## config.mk

```make
export PLATFORM = sky130hd
export DESIGN_NAME = vx_tensor_mma_unit
export DESIGN_NICKNAME = d
export VERILOG_FILES = /design/src/rtl/vx_tensor_pkg.sv /design/src/rtl/vx_tensor_mac.sv /design/src/rtl/vx_tensor_mma_unit.sv
export SDC_FILE = /design/constraint.sdc
export NUM_CORES = 2
export LEC_CHECK = 0
export BUFFER_PORTS_ARGS = -buffer_cell sky130_fd_sc_hd__buf_2
export CAP_MARGIN = 20
export CELL_PAD_IN_SITES_DETAIL_PLACEMENT = 0
export CELL_PAD_IN_SITES_GLOBAL_PLACEMENT = 1
export CORE_UTILIZATION = 50
export CTS_CLUSTER_SIZE = 40
export DETAILED_ROUTE_END_ITERATION = 10
export PLACE_DENSITY = 0.8
export SLEW_MARGIN = 30
export SYNTH_ARGS = -nofsm -noshare
export SYNTH_HDL_FRONTEND = slang
export SYNTH_SLANG_ARGS = --single-unit
```

## constraint.sdc

```tcl
create_clock -name clk -period 17.65 [get_ports clk]
set_clock_uncertainty 0.1 [all_clocks]
set_input_delay 0.8825 -clock clk [delete_from_list [all_inputs] [get_ports clk]]
set_output_delay 0.8825 -clock clk [all_outputs]
set_load 0.02 [all_outputs]
```

## src/rtl/vx_tensor_pkg.sv

```systemverilog
// Shared types and constants for the tensor MMA unit: FSM states, index width
// and a latency helper used by benches.
package vx_tensor_pkg;

    typedef enum logic [1:0] {IDLE, LOAD, EXEC, STORE} tc_state_t;

    localparam int TC_TILE_N_DFLT = 4;
    localparam int IDX_W          = $clog2(TC_TILE_N_DFLT);

    // start edge -> done-high cycle: 1 + N^2 (load) + N^3 (exec) + N^2 (store)
    function automatic int tc_latency(input int n);
        return 1 + 2 * n * n + n * n * n;
    endfunction

endpackage

```

## src/rtl/vx_tensor_mac.sv

```systemverilog
// Single signed MAC: acc_out = acc_in + sext(a*b), wrapping at ACC_WIDTH bits.
module vx_tensor_mac
    import vx_tensor_pkg::*;
#(
    parameter int DATA_WIDTH = 16,
    parameter int ACC_WIDTH  = 32
) (
    input  logic [DATA_WIDTH-1:0] a,
    input  logic [DATA_WIDTH-1:0] b,
    input  logic [ACC_WIDTH-1:0]  acc_in,
    output logic [ACC_WIDTH-1:0]  acc_out
);

    logic signed [2*DATA_WIDTH-1:0] prod;
    logic signed [ACC_WIDTH-1:0]    prod_ext;

    assign prod     = $signed(a) * $signed(b);
    assign prod_ext = ACC_WIDTH'(prod);
    assign acc_out  = acc_in + $unsigned(prod_ext);

endmodule

```

## src/rtl/vx_tensor_mma_unit.sv

```systemverilog
// Tile MMA engine: loads N x N tiles A and B, computes C (+)= A*B one MAC per
// cycle, then streams C out row-major over a valid/ready channel.
module vx_tensor_mma_unit
    import vx_tensor_pkg::*;
#(
    parameter int TILE_N     = 4,
    parameter int DATA_WIDTH = 16,
    parameter int ACC_WIDTH  = 32
) (
    input  logic                  clk,
    input  logic                  reset,
    input  logic                  start,
    input  logic                  acc_en,
    input  logic                  in_valid,
    output logic                  in_ready,
    input  logic [DATA_WIDTH-1:0] in_a,
    input  logic [DATA_WIDTH-1:0] in_b,
    output logic                  out_valid,
    input  logic                  out_ready,
    output logic [ACC_WIDTH-1:0]  out_data,
    output logic                  out_last,
    output logic                  busy,
    output logic                  done
);

    localparam int            IW   = (TILE_N > 1) ? $clog2(TILE_N) : 1;
    localparam logic [IW-1:0] LAST = IW'(TILE_N - 1);
    localparam logic [IW-1:0] ONE  = IW'(1);

    tc_state_t state;

    logic [TILE_N-1:0][TILE_N-1:0][DATA_WIDTH-1:0] a_q, b_q;
    logic [TILE_N-1:0][TILE_N-1:0][ACC_WIDTH-1:0]  c_q;

    // r/col walk the tile in LOAD and STORE; i/j/k drive the MAC in EXEC
    logic [IW-1:0] r_q, col_q, i_q, j_q, k_q;
    logic          done_q;
    logic [ACC_WIDTH-1:0] mac_out;

    vx_tensor_mac #(
        .DATA_WIDTH(DATA_WIDTH),
        .ACC_WIDTH (ACC_WIDTH)
    ) u_mac (
        .a      (a_q[i_q][k_q]),
        .b      (b_q[k_q][j_q]),
        .acc_in (c_q[i_q][j_q]),
        .acc_out(mac_out)
    );

    always_ff @(posedge clk) begin
        if (!reset) begin
            state  <= IDLE;
            a_q    <= '0;
            b_q    <= '0;
            c_q    <= '0;
            r_q    <= '0;
            col_q  <= '0;
            i_q    <= '0;
            j_q    <= '0;
            k_q    <= '0;
            done_q <= 1'b0;
        end else begin
            done_q <= 1'b0;
            case (state)
                IDLE: begin
                    if (start) begin
                        state <= LOAD;
                        r_q   <= '0;
                        col_q <= '0;
                        if (!acc_en) c_q <= '0;
                    end
                end
                LOAD: begin
                    if (in_valid) begin
                        a_q[r_q][col_q] <= in_a;
                        b_q[r_q][col_q] <= in_b;
                        col_q <= col_q + ONE;
                        if (col_q == LAST) begin
                            r_q <= r_q + ONE;
                            if (r_q == LAST) state <= EXEC;
                        end
                    end
                end
                EXEC: begin
                    // counters wrap to zero on exit, ready for the next op
                    c_q[i_q][j_q] <= mac_out;
                    k_q <= k_q + ONE;
                    if (k_q == LAST) begin
                        j_q <= j_q + ONE;
                        if (j_q == LAST) begin
                            i_q <= i_q + ONE;
                            if (i_q == LAST) state <= STORE;
                        end
                    end
                end
                STORE: begin
                    if (out_ready) begin
                        col_q <= col_q + ONE;
                        if (col_q == LAST) begin
                            r_q <= r_q + ONE;
                            if (r_q == LAST) begin
                                state  <= IDLE;
                                done_q <= 1'b1;
                            end
                        end
                    end
                end
                default: state <= IDLE;
            endcase
        end
    end

    assign in_ready  = (state == LOAD);
    assign out_valid = (state == STORE);
    assign out_last  = out_valid && (r_q == LAST) && (col_q == LAST);
    assign out_data  = out_valid ? c_q[r_q][col_q] : '0;
    assign busy      = (state != IDLE);
    assign done      = done_q;

endmodule

```

# Yosys cells after proc, flatten, opt, wreduce, memory -nomap -nowiden
# Index checks and enable logic that the tools add are counted.
# totals
out_inout_bits	37
register_bits	1037
word_cells	158
input_bits	38
# op_classes
multipliers	1
magnitude_cmp	9
n_mux	51
reduce_logical	17
n_eq_ne	19
addsub	6
# ops
operator	count
2-to-1 mux 512 bit	2
one-hot mux 512 bit (2 select lines)	1
binary-select mux 128 bit (select 2 bit)	2
bitwise mux 256 bit	2
bitwise mux 512 bit	1
2-to-1 mux 128 bit	3
binary-select mux 64 bit (select 2 bit)	2
demux 128 bit (select 2 bit)	1
2-to-1 mux 64 bit	3
binary-select mux 32 bit (select 2 bit)	2
demux 64 bit (select 2 bit)	1
2-to-1 mux 32 bit	4
binary-select mux 16 bit (select 2 bit)	2
demux 32 bit (select 2 bit)	1
2-to-1 mux 16 bit	3
adder 32 bit	1
demux 16 bit (select 2 bit)	1
multiplier 16 x 16 -> 32 bit	1
2-to-1 mux 2 bit	16
< comparator 2 x 3 -> 1 bit (second input constant)	5
equality test 2 bit (second input constant)	7
!= test 2 bit (second input constant)	6
one-hot mux 2 bit (3 select lines)	2
adder 2 x 1 -> 2 bit (second input constant)	5
13 further kinds	29

# Depth between registers and ports, before layout
# depth
word_depth	8
ltp_mapped	35
depth_no_buf	26

# By module
# Synthesis repeated with hierarchy kept, for this count alone.
# hier_totals
cells_unflattened	6016
hier_area_um2	59151.7
# by_module_without_submodules
module	area_each_um2	cells_per_inst	instances
vx_tensor_mma_unit	48291.3	4828	1
vx_tensor_mac	10860.4	1188	1

# Worst setup path before layout
# No wires, ideal clock.
# synth_path
path_type	register to register
from	register i_q[0]
to	register c_q[124] in the netlist's numbering
synth_period_minus_slack_ns	8.271
setup_ns	0.071
path_buffers	6
stages_incl_launch_ff	30
t_arrival_ns	8.100
path_slack_ns	9.379
t_required_ns	17.479
path_cell_list	dfxtp_1 > buf_2 > buf_2 > buf_1 > mux4_2 > mux2_2 > o21ai_0 > clkbuf_1 > nor2_1 > fa_1 > inv_1 > fa_1 > fa_1 > inv_1 > fa_1 > fa_1 > inv_1 > fa_1 > inv_1 > ha_1 > a21o_1 > a21oi_2 > nor2_2 > a311o_1 > a2111o_1 > and3_1 > buf_6 > buf_6 > or3_1 > a21oi_1
# synth_between
elab_chain_cells	8
elab_cells_between_ends	17
# synth_rtl
item	line_no	text
start: declaration	vx_tensor_mma_unit.sv:36	logic [IW-1:0] r_q, col_q, i_q, j_q, k_q;
start signal: assignment	vx_tensor_mma_unit.sv:91	i_q <= i_q + ONE;
binary-select mux 64 bit (select 2 bit)	vx_tensor_mma_unit.sv:44	.a (a_q[i_q][k_q]),
2-to-1 mux 64 bit (not written as such)	vx_tensor_mma_unit.sv:44	
binary-select mux 16 bit (select 2 bit)	vx_tensor_mma_unit.sv:44	
2-to-1 mux 16 bit (not written as such)	vx_tensor_mma_unit.sv:44	
multiplier 16 x 16 -> 32 bit	vx_tensor_mac.sv:17	assign prod = $signed(a) * $signed(b);
adder 32 bit	vx_tensor_mac.sv:19	assign acc_out = acc_in + $unsigned(prod_ext);
bitwise mux 512 bit *	vx_tensor_mma_unit.sv:86	c_q[i_q][j_q] <= mac_out;
one-hot mux 512 bit (2 select lines) *	vx_tensor_mma_unit.sv:64	case (state)
end signal: indexed assignment	vx_tensor_mma_unit.sv:86	
end: declaration	vx_tensor_mma_unit.sv:33	logic [TILE_N-1:0][TILE_N-1:0][ACC_WIDTH-1:0] c_q;
# Mark *: on every way between the ends. The rest lies on a longest branch, timed or not. The select of a mux whose other input is x is not followed.
# A chain may end at the register's enable or synchronous reset.

# Worst setup path in the final report
# layout_path
from	register k_q[0]
to	register c_q[255] in the netlist's numbering
# layout_between
elab_chain_cells	8
elab_cells_between_ends	10
# layout_rtl
item	line_no	text
start: declaration	vx_tensor_mma_unit.sv:36	
start signal: assignment	vx_tensor_mma_unit.sv:87	k_q <= k_q + ONE;
binary-select mux 64 bit (select 2 bit)	vx_tensor_mma_unit.sv:45	.b (b_q[k_q][j_q]),
2-to-1 mux 64 bit (not written as such)	vx_tensor_mma_unit.sv:45	
binary-select mux 16 bit (select 2 bit)	vx_tensor_mma_unit.sv:45	
2-to-1 mux 16 bit (not written as such)	vx_tensor_mma_unit.sv:45	
multiplier 16 x 16 -> 32 bit *	vx_tensor_mac.sv:17	
adder 32 bit *	vx_tensor_mac.sv:19	
bitwise mux 512 bit *	vx_tensor_mma_unit.sv:86	
one-hot mux 512 bit (2 select lines) *	vx_tensor_mma_unit.sv:64	
# Marked as above.

==> impl_metrics.py <==
metrics = {
    "synth": {
        "syn_nets": 6752,
        "synth.avg_cell_area_sq_um": 9.452,
        "yosys-top-cells-area": "dfxtp_1 35%, mux4_2 17%, fa_1 9.8%",
        "ys_async_sr_fraction_pct": 0,
        "ys_ff_latch": 1037,
        "synthFlopType": "dfxtp_1",
        "ys_types": 68,
        "synth_top_area_cell": "dfxtp_1",
        "synth_area_sq_um": 59570,
        "synth_edf_count": 0,
        "ys.warnings.count": 0,
        "synth.most_common_cell": "nand2_1",
        "synth_top_area_share_pct": 34.85,
        "postSynthCellCount": 6303,
        "yosysSeqAreaShare_pct": 34.85,
        "synthTopCellsByCount": "1319 x nand2_1, 1037 x dfxtp_1, 510 x clkbuf_1",
    },
    "clock_network": {
        "cts_buffers": 112,
        "cts.repair.resized": 0,
        "cts_sinks": 1037,
        "clk_pin_slew_worst_paths_ps": 60,
        "root_buffer": "clkbuf_16",
        "cts_setup_buffers": 0,
        "insertion_delay_ps": 740,
        "ctsLongestPathBuffers": 3,
        "htree_num_levels": 3,
        "hold_buffers": 0,
        "cts_tree": "yes",
    },
    "die": {
        "row_count": 126,
        "ioPinCount": 75,
        "core_sq_um": 118100,
        "initial_core_util_pct": 50.45,
        "die_area_sq_um": 120500,
        "die_h_um": 347.2,
        "die_w_um": 347.2,
    },
    "critical_path": {
        "cp-end-kind": "flip-flop",
        "required_ps": 18180,
        "crit_fanout": 37,
        "start_kind": "flip-flop",
        "reg2reg_depth": 26,
        "path_class": "reg -> reg",
        "arrival_ps": 10650,
    },
    "global_route": {
        "grt_pass1_wl_um": 294900,
        "overflow": 0,
        "grt_max_degree": 213,
        "antenna_found_initial": 7,
        "grt_pass1_vias": 47423,
        "gr-usage-all-layers_pct": 32.17,
    },
    "timing": {
        "drv_slew": 0,
        "hold_violations": 0,
        "slew_headroom_pct": 27.78,
        "finalSetupViolCount": 0,
        "fin_crit_sh_pct": 57.33,
        "holdWs_ps": 301.4,
        "tns_ps": 0,
        "layout_min_cycle_time_ps": 10120,
        "fmax_ghz": 0.09882,
        "worst_pin_slew_ps": 1083,
        "rsz0062_at_grt": "false",
    },
    "detailed_routing": {
        "avgViaCountPerCell": 6.244,
        "drt_pass1_iterations": 6,
        "wl_per_cell_um": 25.33,
        "routed_wl_um": 193300,
        "route.detailed.drc": 0,
        "vias": 47662,
        "antenna_left": 0,
        "drtIter0Drc": 5134,
    },
    "placement": {
        "dpl.hpwl_um": 112700,
        "io_buffers": 74,
        "place_congestion": 0.8911,
        "dp_cells": 7425,
    },
    "worst_hold_path": {
        "hp-class": "in -> reg",
        "min_path_cells": 2,
    },
    "cells_and_area": {
        "multi_input_area_sq_um": 35360,
        "nFillCells": 10531,
        "fin_cells": 7633,
        "drive_gt1_share_pct": 15.24,
        "ff_latch_area_sq_um": 20790,
        "area_growth_pct": 8.296,
        "nNetsFinal": 6454,
    },
    "pwr": {
        "irDropWorstVdd_mv": 0.1060,
        "p_leak_uw": 0.02308,
        "cellPowerDensity_nw_per_um2": 91.86,
    },
    "flow_run": {
        "cap_violations": 0,
    },
    "status": {
        "outcome": "complete, no violations",
    },
}
-- cells in the final DEF (no fill, tap or decap), drive strengths merged, types with 4 or more instances in the layout --
master,n
inv,362
a22oi,352
o21a,14
clkbuf,163
nor3,8
buf,190
nor2,428
nand3,132
clkinvlp,4
a21oi,394
and2,81
a2bb2oi,10
nor2b,139
nand4,18
o31ai,37
or2,5
ha,119
xor2,7
mux2i,19
or3,46
a21o,14
nand2b,10
and3,25
o211ai,5
xnor2,30
clkinv,29
fa,292
a21boi,190
dfxtp,1037
bufinv,6
mux4,456
mux2,14
o21ai,111
nand2,1319
o21bai,4
-- worst paths after layout --
kind	from	end	slack, ps
setup / recovery	k_q[0]	c_q[255]	7530
hold reg to reg	b_q[39]	b_q[39]	350
setup reg to reg	k_q[0]	c_q[255]	7530
hold / removal	out_ready	done	300
-- power by group --
group | total [uW] | leakage, uW | internal, uW | switching [uW]
logic | 1150 | 0.0129 | 285 | 862
registers | 2380 | 0.00836 | 2360 | 25.5
clock network | 2400 | 0.00183 | 1370 | 1020
total | 5930 | 0.0231 | 4010 | 1910
-- metrics by stage --
step / setup WS, ps / area (sq um) / util (%) / total power (uW)
5_1_grt: 6933 / 64520 / 54.64 / 6091
3_3_place_gp: 7608 / 60590 / 51.31 / 3527
2_1_floorplan: 9379 / 59570 / - / 3090
4_1_cts: 7593 / 64430 / 54.57 / 5909
3_5_place_dp: 7661 / 60700 / 51.41 / 3544
6_report: 7531 / 64520 / 54.64 / 5927
-- sequential cells by signal (all words and copies together) (netlist names) --
register and flops:
a_q 256, b_q 256, c_q 512, col_q 2
done 1, i_q 2, j_q 2, k_q 2
r_q 2, state 2
-- area by class of cell --
type                    instances  share of cell area (%)
multi-input cells            4304                   54.81
clock buffers                 163                   5.066
clock inverters                41                  0.7176
diodes                          2                0.007757
well taps                    1536                   2.979
flip-flops and latches       1037                   32.22
inverters                     360                   2.110
repair buffers                190                   2.096
-- routing by layer --
layer  global-route usage, %  wire, um  vias to the layer above
met1                   44.41     77360                    23706
met4                   11.66      7534                        6
met3                   6.407     20620                      501
met2                   50.14     87730                     2501
li1                        -         -                    20948
met5                  0.2801        67                        -
-- cell families (layout without fill, tap and decap cells) --
logic type	Yosys count	count (layout)	share of synthesized area, %
AOI/OAI and AO/OA	1150	1150	12.46
DFF	1037	1037	34.85
adders and majority gates	411	411	12.31
and+or+nand+nor	2217	2217	15.69
xor gates and xnor gates	37	37	0.5692
buffers and inverters	962	754	6.294
other	0	2	0
muxes	489	489	17.82
-- worst max-delay path, stage by stage, from the launching register on --
cell       delay [ps]
dfxtp_4           720
buf_4             790
buf_4             690
mux4_2            580
nor2_1             90
nor2_1             50
o21ai_1           150
buf_4             280
inv_1             110
nand2_1           190
fa_1              500
fa_1              550
inv_1             290
fa_1              510
fa_1              470
fa_1              520
inv_1              50
fa_1              480
inv_1              40
ha_1              410
nand4_1           200
or2_4             310
a2111oi_1         480
o31ai_1           230
o21a_1            570
or3_1             490
nand3_1            90
(Power assumes the default switching activity.)
